[config.mk]
export PLATFORM = sky130hd
export DESIGN_NAME = word_concatenator_stream
export DESIGN_NICKNAME = d
export VERILOG_FILES = /design/src/rtl/word_concatenator_stream.sv
export SDC_FILE = /design/constraint.sdc
export NUM_CORES = 1
export LEC_CHECK = 0
export ABC_AREA = 1
export CAP_MARGIN = 10
export CORE_ASPECT_RATIO = 0.9
export CORE_MARGIN = 5
export CORE_UTILIZATION = 55
export CTS_CLUSTER_SIZE = 24
export DETAILED_ROUTE_END_ITERATION = 6
export PLACE_DENSITY = 0.83
export SYNTH_ARGS = -nofsm -noshare
export SYNTH_HDL_FRONTEND = slang
export SYNTH_SLANG_ARGS = --single-unit
export TNS_END_PERCENT = 50
[constraint.sdc]
create_clock -name clk_i -period 2.78 [get_ports clk_i]
set_input_delay 0.278 -clock clk_i [delete_from_list [all_inputs] [get_ports clk_i]]
set_output_delay 0.278 -clock clk_i [all_outputs]
set_load 0.05 [all_outputs]
[src/rtl/word_concatenator_stream.sv]
`default_nettype none
// ============================================================================
//  Module   : word_concatenator_stream
//  Purpose  : Packs up to MAX_WORDS narrow input words into one wide output
//             word. Valid/ready handshakes on both sides, a group length that
//             can change between groups, early close via last_i, and a
//             per-slot keep mask on the output.
//  Revision : 1.0  - initial release
// ----------------------------------------------------------------------------
//  Ports
//    clk_i                     clock, rising edge
//    reset_n_i                 asynchronous active-low reset
//    words_per_out_i           group length (0 or > MAX_WORDS -> MAX_WORDS)
//    data_i / data_valid_i     input word and its valid
//    last_i                    closes the group after this beat
//    data_ready_o              input can be accepted this cycle
//    accumulated_data_o        packed output word
//    accumulated_keep_o        bit k set = group word k present (group order)
//    accumulated_data_valid_o  output valid
//    accumulated_data_ready_i  consumer accepts the output
// ============================================================================
module word_concatenator_stream #(
  parameter int    INPUT_WIDTH = 8,
  parameter int    MAX_WORDS   = 4,
  parameter string ENDIAN      = "little",
  parameter int    CNT_W       = $clog2(MAX_WORDS + 1)
) (
  input  logic                             clk_i,
  input  logic                             reset_n_i,
  input  logic [CNT_W-1:0]                 words_per_out_i,
  input  logic [INPUT_WIDTH-1:0]           data_i,
  input  logic                             data_valid_i,
  input  logic                             last_i,
  output logic                             data_ready_o,
  output logic [INPUT_WIDTH*MAX_WORDS-1:0] accumulated_data_o,
  output logic [MAX_WORDS-1:0]             accumulated_keep_o,
  output logic                             accumulated_data_valid_o,
  input  logic                             accumulated_data_ready_i
);

  localparam int               OUT_W   = INPUT_WIDTH * MAX_WORDS;
  localparam logic [CNT_W-1:0] MAX_CNT = CNT_W'(MAX_WORDS);

  logic [CNT_W-1:0]     count_q, count_d;
  logic [CNT_W-1:0]     target_q, target_d;
  logic [OUT_W-1:0]     acc_data_q, acc_data_d;
  logic [MAX_WORDS-1:0] acc_keep_q, acc_keep_d;
  logic [OUT_W-1:0]     out_data_q, out_data_d;
  logic [MAX_WORDS-1:0] out_keep_q, out_keep_d;
  logic                 out_valid_q, out_valid_d;

  logic [CNT_W-1:0]     req_len;
  logic [CNT_W-1:0]     eff_target;
  logic [CNT_W-1:0]     slot_idx;
  logic [CNT_W:0]       count_inc;
  logic                 would_complete;
  logic                 out_free;
  logic                 accept;
  logic [OUT_W-1:0]     beat_data;
  logic [MAX_WORDS-1:0] beat_keep;

  // Physical slot for the next beat; keep always follows group order.
  generate
    if (ENDIAN == "big") begin : g_big
      assign slot_idx = MAX_CNT - CNT_W'(1) - count_q;
    end else begin : g_little
      assign slot_idx = count_q;
    end
  endgenerate

  always_comb begin
    req_len = words_per_out_i;
    if (words_per_out_i == '0 || words_per_out_i > MAX_CNT) begin
      req_len = MAX_CNT;
    end
    // The first beat of a group uses the live length; later beats the latched one.
    eff_target = (count_q == '0) ? req_len : target_q;
    count_inc  = {1'b0, count_q} + (CNT_W+1)'(1);
    // last_i closes the group too, so it must also respect output space.
    would_complete = (count_inc >= {1'b0, eff_target}) || last_i;
    out_free       = !out_valid_q || accumulated_data_ready_i;
    data_ready_o   = reset_n_i && (!would_complete || out_free);
    accept         = data_valid_i && data_ready_o;
  end

  // Accumulator contents as they would look with the current beat merged in.
  always_comb begin
    beat_data = acc_data_q;
    beat_keep = acc_keep_q;
    for (int k = 0; k < MAX_WORDS; k++) begin
      if (slot_idx == CNT_W'(k)) begin
        beat_data[k*INPUT_WIDTH +: INPUT_WIDTH] = data_i;
      end
      if (count_q == CNT_W'(k)) begin
        beat_keep[k] = 1'b1;
      end
    end
  end

  always_comb begin
    count_d     = count_q;
    target_d    = target_q;
    acc_data_d  = acc_data_q;
    acc_keep_d  = acc_keep_q;
    out_data_d  = out_data_q;
    out_keep_d  = out_keep_q;
    out_valid_d = out_valid_q;

    if (out_valid_q && accumulated_data_ready_i) begin
      out_valid_d = 1'b0;
    end

    if (accept) begin
      if (count_q == '0) begin
        target_d = req_len;
      end
      if (would_complete) begin
        // Loading a new word overrides a same-edge drain: no bubble.
        out_data_d  = beat_data;
        out_keep_d  = beat_keep;
        out_valid_d = 1'b1;
        count_d     = '0;
        acc_data_d  = '0;
        acc_keep_d  = '0;
      end else begin
        count_d    = count_q + CNT_W'(1);
        acc_data_d = beat_data;
        acc_keep_d = beat_keep;
      end
    end
  end

  always_ff @(posedge clk_i or negedge reset_n_i) begin
    if (!reset_n_i) begin
      count_q     <= '0;
      target_q    <= '0;
      acc_data_q  <= '0;
      acc_keep_q  <= '0;
      out_data_q  <= '0;
      out_keep_q  <= '0;
      out_valid_q <= 1'b0;
    end else begin
      count_q     <= count_d;
      target_q    <= target_d;
      acc_data_q  <= acc_data_d;
      acc_keep_q  <= acc_keep_d;
      out_data_q  <= out_data_d;
      out_keep_q  <= out_keep_d;
      out_valid_q <= out_valid_d;
    end
  end

  assign accumulated_data_o       = out_data_q;
  assign accumulated_keep_o       = out_keep_q;
  assign accumulated_data_valid_o = out_valid_q;

endmodule
`default_nettype wire

After elaboration in Yosys (flattened, before gate mapping)
Cells that the tools add are included.
Widths: inputs -> output; s select.
{ "classes": {"n_addsub": 2, "order_cmp": 2, "eq_ne": 3, "muxes": 16, "reduce_logical": 12} }
{ "op_table": {"columns": ["operator", "count"], "rows": [
  ["$mux 32", 1],
  ["$mux 8", 4],
  ["$mux 3", 3],
  ["$mux 1", 7],
  ["$eq 3x2->1 const B", 2],
  ["$logic_not 3->1", 2],
  ["$add 3x1->4 const B", 1],
  ["$ge 4x3->1", 1],
  ["$logic_or 1x1->1", 4],
  ["$mux 4", 1],
  ["$add 3x1->3 const B", 1],
  ["$eq 3x1->1 const B", 1],
  ["$gt 3x3->1 const B", 1],
  ["$logic_and 1x1->1", 3],
  ["$logic_not 1->1", 2],
  ["$reduce_and 2->1", 1]
]} }
{ "word_totals": {"regBits": 79} }

Longest topological paths before layout
Gate-level depths: netlist of run 1.
{ "logic_depth": {"word_depth": 11, "mapped_depth": 18, "depth_no_buf": 16} }

Worst setup path after synthesis of run 1
OpenSTA, ideal clock, no wires.
{ "synth_timing": {"kind": "register -> output", "start": "register count_q[0]", "end": "output port data_ready_o", "arrival_ps": 2968, "path_slack_ps": -466, "stages_incl_launch_ff": 16, "path_buffers": 2, "cell_sequence": "dfrtp_1 > inv_1 > ha_1 > nand2_1 > inv_2 > buf_4 > nand3_1 > nand2_1 > inv_1 > ha_1 > nand2_1 > nand2_1 > nand2_2 > nand2_8 > buf_2 > a21boi_0"} }
{ "synth_via": {"elab_chain_cells": 7, "word_cells_on_any_way": 8, "cone_classes": "1 x add/sub; 1 x order compare; 1 x mux; 5 x reduce/logical"} }
{ "synth_rtl": {"columns": ["item", "line_no", "rtl"], "rows": [
  ["start, declared", "44", "logic [CNT_W-1:0] count_q, count_d;"],
  ["start signal, assigned", "143", "count_q <= count_d;"],
  ["parallel branches: the longest is 2 deep, another holds $add 3x1->4", null, null],
  ["$ge 4x3->1 (*)", "80", "would_complete = (count_inc >= {1'b0, eff_target}) || last_i;"],
  ["$logic_or 1x1->1 (*)", "80", null],
  ["$logic_not 1->1 (*)", "82", "data_ready_o = reset_n_i && (!would_complete || out_free);"],
  ["$logic_or 1x1->1 (*)", "82", null],
  ["$logic_and 1x1->1 (*)", "82", null],
  ["end, declared", "34", "output logic data_ready_o,"]
]} }
Mark *: on every way between the ends.

Worst setup path in the final report of run 1
Ends and elaborated chain as after synthesis.

==> results of run 1 <==
[state kept, by name, summed over array words and instances (netlist names)]
name and flops:
accumulated_data_valid_o 1, acc_keep_q 4, count_q 3, accumulated_data_o 32
accumulated_keep_o 4, acc_data_q 32, target_q 3
[timing repair]
action / 4_1_cts / 5_1_grt
pin swaps: 0 / 8
hold endpoints to repair: 22 / 0
resized for setup: 3 / 9
cloned: 0 / 1
buffers inserted: 0 / 4
hold buffers: 1 / 0
setup endpoints to repair: 1 / 1
[synth_stat cells, types with 7 or more instances]
library cell	count
nand2_1	103
dfrtp_1	79
nor2_1	44
nand4_1	42
o21ai_2	42
nand2_2	34
or2_1	21
o21ai_1	19
buf_2	12
inv_1	12
ha_1	9
buf_6	7
clkbuf_1	7
inv_2	7
mux2i_1	7
[cell families (layout without fill, tap and decap cells)]
| kind of cell | count (synthesis) | after routing | share of synthesized area [%] |
|---|---|---|---|
| multiplexers | 7 | 7 | 1.68 |
| flip-flops | 79 | 79 | 47.4 |
| buffers and inverters | 51 | 111 | 6.66 |
| AO/OA/AOI/OAI | 64 | 64 | 11.6 |
| adder cells (fa/ha/maj) | 9 | 9 | 2.70 |
| AND/OR/NAND/NOR | 253 | 254 | 30.0 |
[area by class of cell]
| class | count | area share [%] |
|---|---|---|
| clock buffers | 11 | 2.75 |
| inverters | 19 | 1.39 |
| flip-flops and latches | 79 | 38.5 |
| well taps | 96 | 2.34 |
| repair buffers | 77 | 15.3 |
| clock inverters | 4 | 1.36 |
| multi-input cells | 334 | 38.4 |
[layout by cell type (no fill, tap or decap), types with 2 or more instances in the layout]
master / instances
clkinv_2: 2
bufinv_16: 2
buf_12: 6
inv_2: 9
nor2_1: 44
mux2i_1: 7
nand4_1: 42
clkbuf_8: 10
dfrtp_1: 78
o21ai_2: 43
nand2_2: 35
clkdlybuf4s50_1: 50
ha_1: 7
inv_1: 10
ha_4: 2
or2_1: 21
nand2_4: 2
o21ai_1: 18
nand3_1: 2
nand2_1: 102
buf_4: 19
[metal layers]
layer | up-vias | track usage [%]
met5 | - | 0
met4 | 0 | 9.86
met3 | 18 | 3.92
met2 | 124 | 35.9
met1 | 1704 | 30.0
li1 | 1639 | -
[worst max-delay path: stages, from the launching register on]
cell	delay (ns)
dfrtp_1	0.38
inv_1	0.13
ha_4	0.17
nand2_4	0.08
buf_4	0.14
buf_4	0.12
o21a_1	0.18
inv_1	0.06
ha_1	0.23
nand2_2	0.11
nand2_8	0.08
a21boi_4	0.18
buf_12	0.15
[power by group through the flow]
| stage | Clock (W) | Combinational [W] | Sequential, W |
|---|---|---|---|
| final | 0.000942 | 0.00324 | 0.00173 |
| after global routing | 0.000998 | 0.00349 | 0.00178 |
| after CTS | 0.000955 | 0.00312 | 0.00173 |
| after detailed placement | 0 | 0.00308 | 0.00175 |
| after global placement | 0 | 0.00300 | 0.00174 |
| after floorplan | 0 | 0.00162 | 0.00232 |
[per-stage QoR]
step                      hold slack (ns)  util (%)  std cells
final                               0.468      68.8        620
after global routing                0.509      68.8        620
after CTS                           0.479      67.8        615
after detailed placement            0.314      64.7        599
after global placement              0.304      64.7        599
after floorplan                   -0.0176         -        463
[how the worst max path moves through the flow]
stage | cells past startpoint | slack (ns) | end | startpoint
floorplan | 15 | 0.16 | data_ready_o | count_q[0]
global placement | 15 | -0.004 | data_ready_o | words_per_out_i[0]
detailed placement | 18 | -0.04 | acc_data_q[7] | words_per_out_i[0]
CTS | 15 | 0.03 | data_ready_o | words_per_out_i[0]
global route | 15 | -0.02 | data_ready_o | words_per_out_i[0]
finish | 12 | 0.12 | data_ready_o | count_q[0]
==> run metrics, run 1 <==
total of max-cap violations 0; clock net sink count between 70 and 80; Psw ~0.0027 W; top layer reached by signal wires met4; Critical R2R Launch count_q[0]; cell row count 30; post-synthesis cell area ~4200 µm²; core area roughly 7500 µm²; final setup margin 0.117 ns; Yosys cell types 28; clk buf depth 2; initial core utilization between 50 and 60%; fillers 561; sequential share of power 29.3%; Pint 0.00320 W; Max Slew Vio Count 0; Power Total roughly 0.0059 W; wire per inst between 15 and 20 µm; clock power share roughly 16%; Post-Syn Nets just under 500; largest cells by area after synthesis dfrtp_1, nand2_1, o21ai_2; total track usage between 20 and 25%; drt pass-1 iters 5; Synth warnings 0; post-synth top area cell dfrtp_1; DPL Wire Length around 6600 µm; R2R Setup Slk roughly 0.4 ns; Reg-to-Reg End acc_data_q[10]; routed length on met3 between 600 and 700 µm; ys async rst share 100%; Routed met2 length 5080 µm; DR DRC count 0; DRT iter0 DRCs between 200 and 300; worst reg-to-reg path cell count 15; Tmin final approximately 2.7 ns; proportion of layout cells with a drive suffix above 1 between 20% and 30%; total congestion overflow 0; Hold Crit Class input port to asynchronous set/reset pin; # nets final roughly 550; final-report hold violation count 0; Reg area approximately 2000 µm²; outcome finished, final reports clean; final setup fails 0; WP data required between 2 and 3 ns; drt via density around 5.6; largest net degree at the start of global routing 52; flops & latches, synth 79; pre-CTS setup slack -0.0369 ns; top fanout value on the critical path 6; Worst-Skew Late Latency approximately 0.36 ns; P&R area growth vs syn 23.2%; Slew HR between 50% and 60%; first-pass GRT wire length ~17000 µm; Comb power frac between 50 and 60%; routability congestion estimate from global placement 0.806; Crit Path Class flip-flop to output pin; EDFF count, synth 0; number of H-tree levels 3; Max Fclk ~380 MHz; initial antenna violation count 0; vias in the first global route between 3000 and 4000; setup_tns 0 ns; TritonCTS Buffers 9; area occupied by multi-input gates around 2000 µm²; VDD IR max roughly 0.69 mV; Critical Path End Type output pin; Die ar. 9430 µm²; IO buf count 53; Main synth FF type dfrtp_1; pwr/cell area 1150 nW/µm²; Area after DPL 4830 µm²; met1 wire length approximately 4100 µm; Die H between 90 and 100 µm; die width a little over 100 µm; Final period util a little over nine tenths; Lkg Pwr about 2.4 nW; critical path startpoint category flip-flop; root buffer cell clkbuf_8; sequential-to-total area share from yosys stat between 40% and 50%; # IOs between 50 and 60; Slew @ Worst Pin approximately 0.61 ns; CTS tree yes; Vias around 3500; Clock transition at path regs roughly 0.08 ns; # diodes 0; Detailed Route WL roughly 10000 µm; Net Sw Frac between 40% and 50%; cells after synthesis ~460; Synth top area share a little under half; Routed Antenna Nets 0; Worst EP arrival 2.39 ns; Synth Area per Inst roughly 9 µm²; final cell area excluding filler cells between 5000 and 6000 µm²; Worst Skew between 0.008 and 0.009 ns
Note: power is estimated with default switching activity, not from simulation.
==> run 2: changes to the inputs <==
--- a/config.mk
+++ b/config.mk
@@ -13,6 +13,8 @@
 export CTS_CLUSTER_SIZE = 24
 export DETAILED_ROUTE_END_ITERATION = 6
 export PLACE_DENSITY = 0.83
+export REMOVE_ABC_BUFFERS = 1
+export SLEW_MARGIN = 5
 export SYNTH_ARGS = -nofsm -noshare
 export SYNTH_HDL_FRONTEND = slang
 export SYNTH_SLANG_ARGS = --single-unit
==> run 2 against run 1 <==
Hold slack got worse by 0.11 ns. Highest routed layer unchanged. Largest cell class unchanged. Sequential power barely moved. Worst setup slack got worse by 0.0029 ns. Total power fell by 2.7%. Critical endpoint unchanged. Final area fell by 0.93%. Sequential share of layout area rose by 0.36 points. Wire length fell by 7.1%. Non-clock buffer count fell by 4. Critical path depth rose by 3.
==> run metrics, run 2 (same netlist as run 1, synthesis figures left out) <==
IO buf count 53; DR DRC count 0; Critical Path End Type output pin; Max Slew Vio Count 0; critical path startpoint category input port; Die H 92.6 µm; TritonCTS Buffers 9; cell class contributing the biggest share of worst-path delay buffers and inverters; Clock transition at path regs 0.07 ns; Lkg Pwr between 2 and 2.5 nW; WP data required around 2.5 ns; Vias between 3000 and 4000; outcome finished, final reports clean; Min Hold Slack about 0.36 ns; most frequent CP cell nand2_1; total track usage roughly a fifth; setup_tns 0 ns; final cell area excluding filler cells between 5000 and 6000 µm²; clock net sink count 79; Crit path depth 15; Finished Layout Cells between 600 and 700; top fanout value on the critical path 2; CTS tree yes; total congestion overflow 0; VDD IR max between 0.6 and 0.7 mV; Buf/Inv on CP 4; final setup fails 0; cell row count 30; Slew HR between 60 and 70%; Power Total 0.00575 W; worst reg-to-reg path cell count 15; Critical R2R Launch count_q[0]; P&R area growth vs syn 22.1%; crit path to data_ready_o; Detailed Route WL between 9000 and 10000 µm; drt pass-1 iters 4; Worst-Skew Late Latency 0.36 ns; Worst Skew ~0.0054 ns; proportion of layout cells with a drive suffix above 1 25.0%; initial core utilization between 50 and 60%; # nets final 540; Routed Antenna Nets 0; Tmin final 2.67 ns; initial antenna violation count 0; Hold Crit Class input port to flip-flop; routability congestion estimate from global placement 0.799; Area after DPL around 4800 µm²; R2R Setup Slk between 0.2 and 0.3 ns; first-pass GRT wire length roughly 16000 µm; leading cell type in the layout, fill and taps excluded nand2_1; total of max-cap violations 0; root buffer cell clkbuf_8; die width 102 µm; clk buf depth 2; Reg-to-Reg End accumulated_keep_o[0]; DPL Wire Length ~6100 µm; leading cell types in the layout, fill and taps excluded nand2_1, dfrtp_1, clkdlybuf4s50_1; number of H-tree levels 3; final-report hold violation count 0; placed cell count 598; Worst EP arrival ~2.4 ns; Die ar. approximately 9400 µm²; Max Fclk 375 MHz; DRT iter0 DRCs 271; RSZ-0062 raised after global routing false; CP peak stage delay 0.42 ns; Final period util 95.9%; largest net degree at the start of global routing 47; core area between 7000 and 8000 µm²; CP cell instances clkdlybuf4s50_1 > or2_2 > ha_4 > inv_1 > nand2_1 > o21ai_2 > ha_1 > inv_1 > nand2_1 > nand2_1 > nand2_1 > nand2_2 > nand2_8 > a21boi_4 > buf_12; wire per inst around 15 µm; drt via density around 5.5; pwr/cell area ~1100 nW/µm²; vias in the first global route between 3000 and 4000; Crit Path Class input port to output pin; # diodes 0; Critical-path top delay cell clkdlybuf4s50_1; # IOs 54; Worst Setup SP words_per_out_i[1]; Slew @ Worst Pin 0.570 ns
run 2: cell count changes in the layout (fill, tap and decap cells not counted):
cell,before,now
inv_2,9,7
buf_12,6,7
clkbuf_1,1,2
inv_1,10,12
bufinv_16,2,1
or2_2,0,1
nand2_2,35,34
buf_4,19,14
or2_4,1,0
clkinv_2,2,3
run 2: metal layers:
metal	part of all wire [%]	track usage, %	up-vias
li1	-	-	1624
met1	42	27.6	1609
met2	51	34.6	114
met3	5.9	3.16	13
met4	1.3	8.08	0
met5	0	0	-
run 2: timing repair:
item,in CTS,in global routing
pin swaps,5,4
buffers inserted,1,1
hold buffers,1,0
gates cloned,0,0
gates resized for setup,6,5
setup endpoints to repair,1,43
hold endpoints to repair,30,0
run 2: where the power goes:
part           leakage (nW)  internal (W)  switching, W  total [W]
registers              1.06       0.00151      0.000216    0.00172
clock network         0.100      0.000436      0.000407   0.000843
logic                  1.23       0.00115       0.00203    0.00318
run 2: stage by stage:
step	utilization [%]	setup WS, ns
finish	68.2	0.114
global route	68.2	0.0165
CTS	67.7	0.00732
detailed placement	64.7	-0.102
global placement	64.7	-0.0569
floorplan	-	-0.584
run 2: final cells by class:
cell class | count | area [µm²]
flip-flops and latches | 79 | 1980
multi-input cells | 333 | 1960
repair buffers | 73 | 768
clock inverters | 4 | 45.0
inverters | 19 | 71.3
fillers | 572 | 2380
well taps | 96 | 120
clock buffers | 12 | 145
run 2: worst min-delay path by stage:
| stage | depth (start not counted) | slack (ns) | start | to |
|---|---|---|---|---|
| after floorplan | 0 | -0.02 | reset_n_i | acc_data_q[0] |
| after global placement | 1 | 0.29 | reset_n_i | acc_keep_q[0] |
| after detailed placement | 1 | 0.30 | reset_n_i | accumulated_keep_o[0] |
| after CTS | 2 | 0.46 | reset_n_i | accumulated_keep_o[0] |
| after global routing | 5 | 0.41 | words_per_out_i[0] | target_q[0] |
| final | 5 | 0.36 | words_per_out_i[0] | target_q[0] |
run 2: tightest hold or removal path, cell delays in order:
cell	delay [ns]
dlymetal6s2s_1	0.13
nand2_1	0.08
o21ai_2	0.06
nand4_1	0.08
nand2_1	0.05
==> run 3: changes to the inputs <==
--- a/config.mk
+++ b/config.mk
@@ -10,8 +10,8 @@
 export CORE_ASPECT_RATIO = 0.9
 export CORE_MARGIN = 5
 export CORE_UTILIZATION = 55
-export CTS_CLUSTER_SIZE = 24
 export DETAILED_ROUTE_END_ITERATION = 6
+export MAX_ROUTING_LAYER = met4
 export PLACE_DENSITY = 0.83
 export REMOVE_ABC_BUFFERS = 1
 export SLEW_MARGIN = 5
==> run 3 against run 2 <==
Hold slack improved by 0.013 ns. Highest routed layer unchanged. Sequential power about the same. First-iteration DRC count decreased by 3.3%. Global-route usage rose by 0.58 points. Worst setup slack worse by 0.0046 ns. Final area stayed put. Clock power about the same. Cell count unchanged. Critical path depth unchanged. Sequential share of layout area unchanged. Maximum frequency shrank 0.17%. Critical path type unchanged. Clock-buffer cell count is the same.
==> run metrics, run 3 (same netlist as run 1, synthesis figures left out) <==
R2R Setup Slk ~0.28 ns; top fanout value on the critical path 2; VDD IR max between 0.6 and 0.7 mV; Detailed Route WL 9330 µm; CTS tree yes; drt via density about 5.5; final cell area excluding filler cells a little over 5000 µm²; IO buf count 53; most frequent CP cell nand2_1; Tmin final between 2 and 3 ns; final-report hold violation count 0; vias in the first global route ~3300; DR DRC count 0; Reg-to-Reg End accumulated_keep_o[0]; Worst-Skew Late Latency approximately 0.35 ns; Routed Antenna Nets 0; leading cell types in the layout, fill and taps excluded nand2_1, dfrtp_1, clkdlybuf4s50_1; # IOs 54; Final period util 96.1%; Critical Path End Type output pin; Critical-path top delay cell clkdlybuf4s50_1; total of max-cap violations 0; initial core utilization between 50% and 60%; Worst EP arrival 2.39 ns; clock net sink count 79; pwr/cell area roughly 1100 nW/µm²; TritonCTS Buffers 9; final setup fails 0; setup_tns 0 ns; WP data required approximately 2.5 ns; Worst Skew 0.00882 ns; Slew @ Worst Pin ~0.56 ns; Die ar. between 9000 and 10000 µm²; total congestion overflow 0; CP peak stage delay between 0.4 and 0.5 ns; RSZ-0062 raised after global routing false; Lkg Pwr roughly 2.4 nW; worst reg-to-reg path cell count 15; CP cell instances clkdlybuf4s50_1 > or2_2 > ha_4 > inv_1 > nand2_1 > o21ai_2 > ha_1 > inv_1 > nand2_1 > nand2_1 > nand2_1 > nand2_2 > nand2_8 > a21boi_4 > buf_12; drt pass-1 iters 5; clk buf depth 2; Final Util a little under 70%; number of H-tree levels 3; # nets final 540; Clock transition at path regs 0.07 ns; leading cell type in the layout, fill and taps excluded nand2_1; Vias 3401; fillers roughly 570; Hold Path Origin words_per_out_i[0]; P&R area growth vs syn 22.1%; cell row count 30; Die H a little over 90 µm; Slew HR a little over three fifths; critical path startpoint category input port; Critical R2R Launch count_q[0]; initial antenna violation count 0; largest net degree at the start of global routing between 40 and 50; routability congestion estimate from global placement between 0.8 and 0.9; first-pass GRT wire length about 16000 µm; total track usage 21.5%; core area 7470 µm²; Power Total between 0.005 and 0.006 W; Max Slew Vio Count 0; Hold Crit Class input port to flip-flop; DPL Wire Length just over 6000 µm; Hold Path End target_q[0]; proportion of layout cells with a drive suffix above 1 between 20% and 30%; DRT iter0 DRCs 262; Crit Path Class input port to output pin; Area after DPL just under 5000 µm²; # diodes 0; Max Fclk between 300 and 400 MHz; Worst Setup SP words_per_out_i[1]; root buffer cell clkbuf_8; die width 102 µm; cell depth of the worst hold path 5; wire per inst about 15 µm; outcome finished, final reports clean; Min Hold Slack roughly 0.37 ns
run 3: metal layers:
layer / share of wire [%] / routed length, µm / vias to the layer above / GRT usage, %
li1: - / - / 1626 / -
met1: 43 / 4000 / 1638 / 27.8
met2: 50 / 4640 / 121 / 34.5
met3: 5.8 / 545 / 16 / 2.94
met4: 1.6 / 149 / 0 / 8.08
met5: 0 / 0 / - / -
run 3: critical path, delay by kind of cell:
kind                     cells  cell delay (ns)
AO/OA/AOI/OAI                2             0.28
adder cells (fa/ha/maj)      2             0.46
buffers and inverters        4             0.68
AND/OR/NAND/NOR              7             0.68
run 3: final cells by class:
class | count | area (µm²) | area share [%]
Timing Repair Buffer | 73 | 768 | 15.1
Clock buffer | 12 | 145 | 2.85
Clock inverter | 4 | 45.0 | 0.885
Multi-Input combinational cell | 333 | 1960 | 38.6
Inverter | 19 | 71.3 | 1.40
Sequential cell | 79 | 1980 | 38.9
Tap cell | 96 | 120 | 2.36
run 3: power by group:
group          internal [W]  switching (W)
Sequential          0.00151       0.000216
Combinational       0.00115        0.00203
Clock              0.000436       0.000407
run 3: what timing repair did:
action / in CTS / in global routing
setup endpoints to repair: 1 / 43
endpoints found under the hold margin: 30 / 0
setup buffers: 1 / 1
resized for setup: 6 / 5
hold buffers: 1 / 0
pin swaps: 5 / 4
run 3: worst max path at each step:
| stage | endpoint | slack (ns) | cells past startpoint |
|---|---|---|---|
| 2_1_floorplan | accumulated_keep_o[0] | -0.58 | 15 |
| 3_3_place_gp | data_ready_o | -0.06 | 16 |
| 3_5_place_dp | data_ready_o | -0.10 | 16 |
| 4_1_cts | data_ready_o | 0.007 | 15 |
| 5_1_grt | data_ready_o | 0.02 | 14 |
| 6_report | data_ready_o | 0.11 | 15 |
run 3: stage by stage:
step / worst slack (ns) / cells
after floorplan: -0.584 / 431
after global placement: -0.0569 / 598
after detailed placement: -0.102 / 598
after CTS: 0.00732 / 615
after global routing: 0.0168 / 616
final: 0.109 / 616
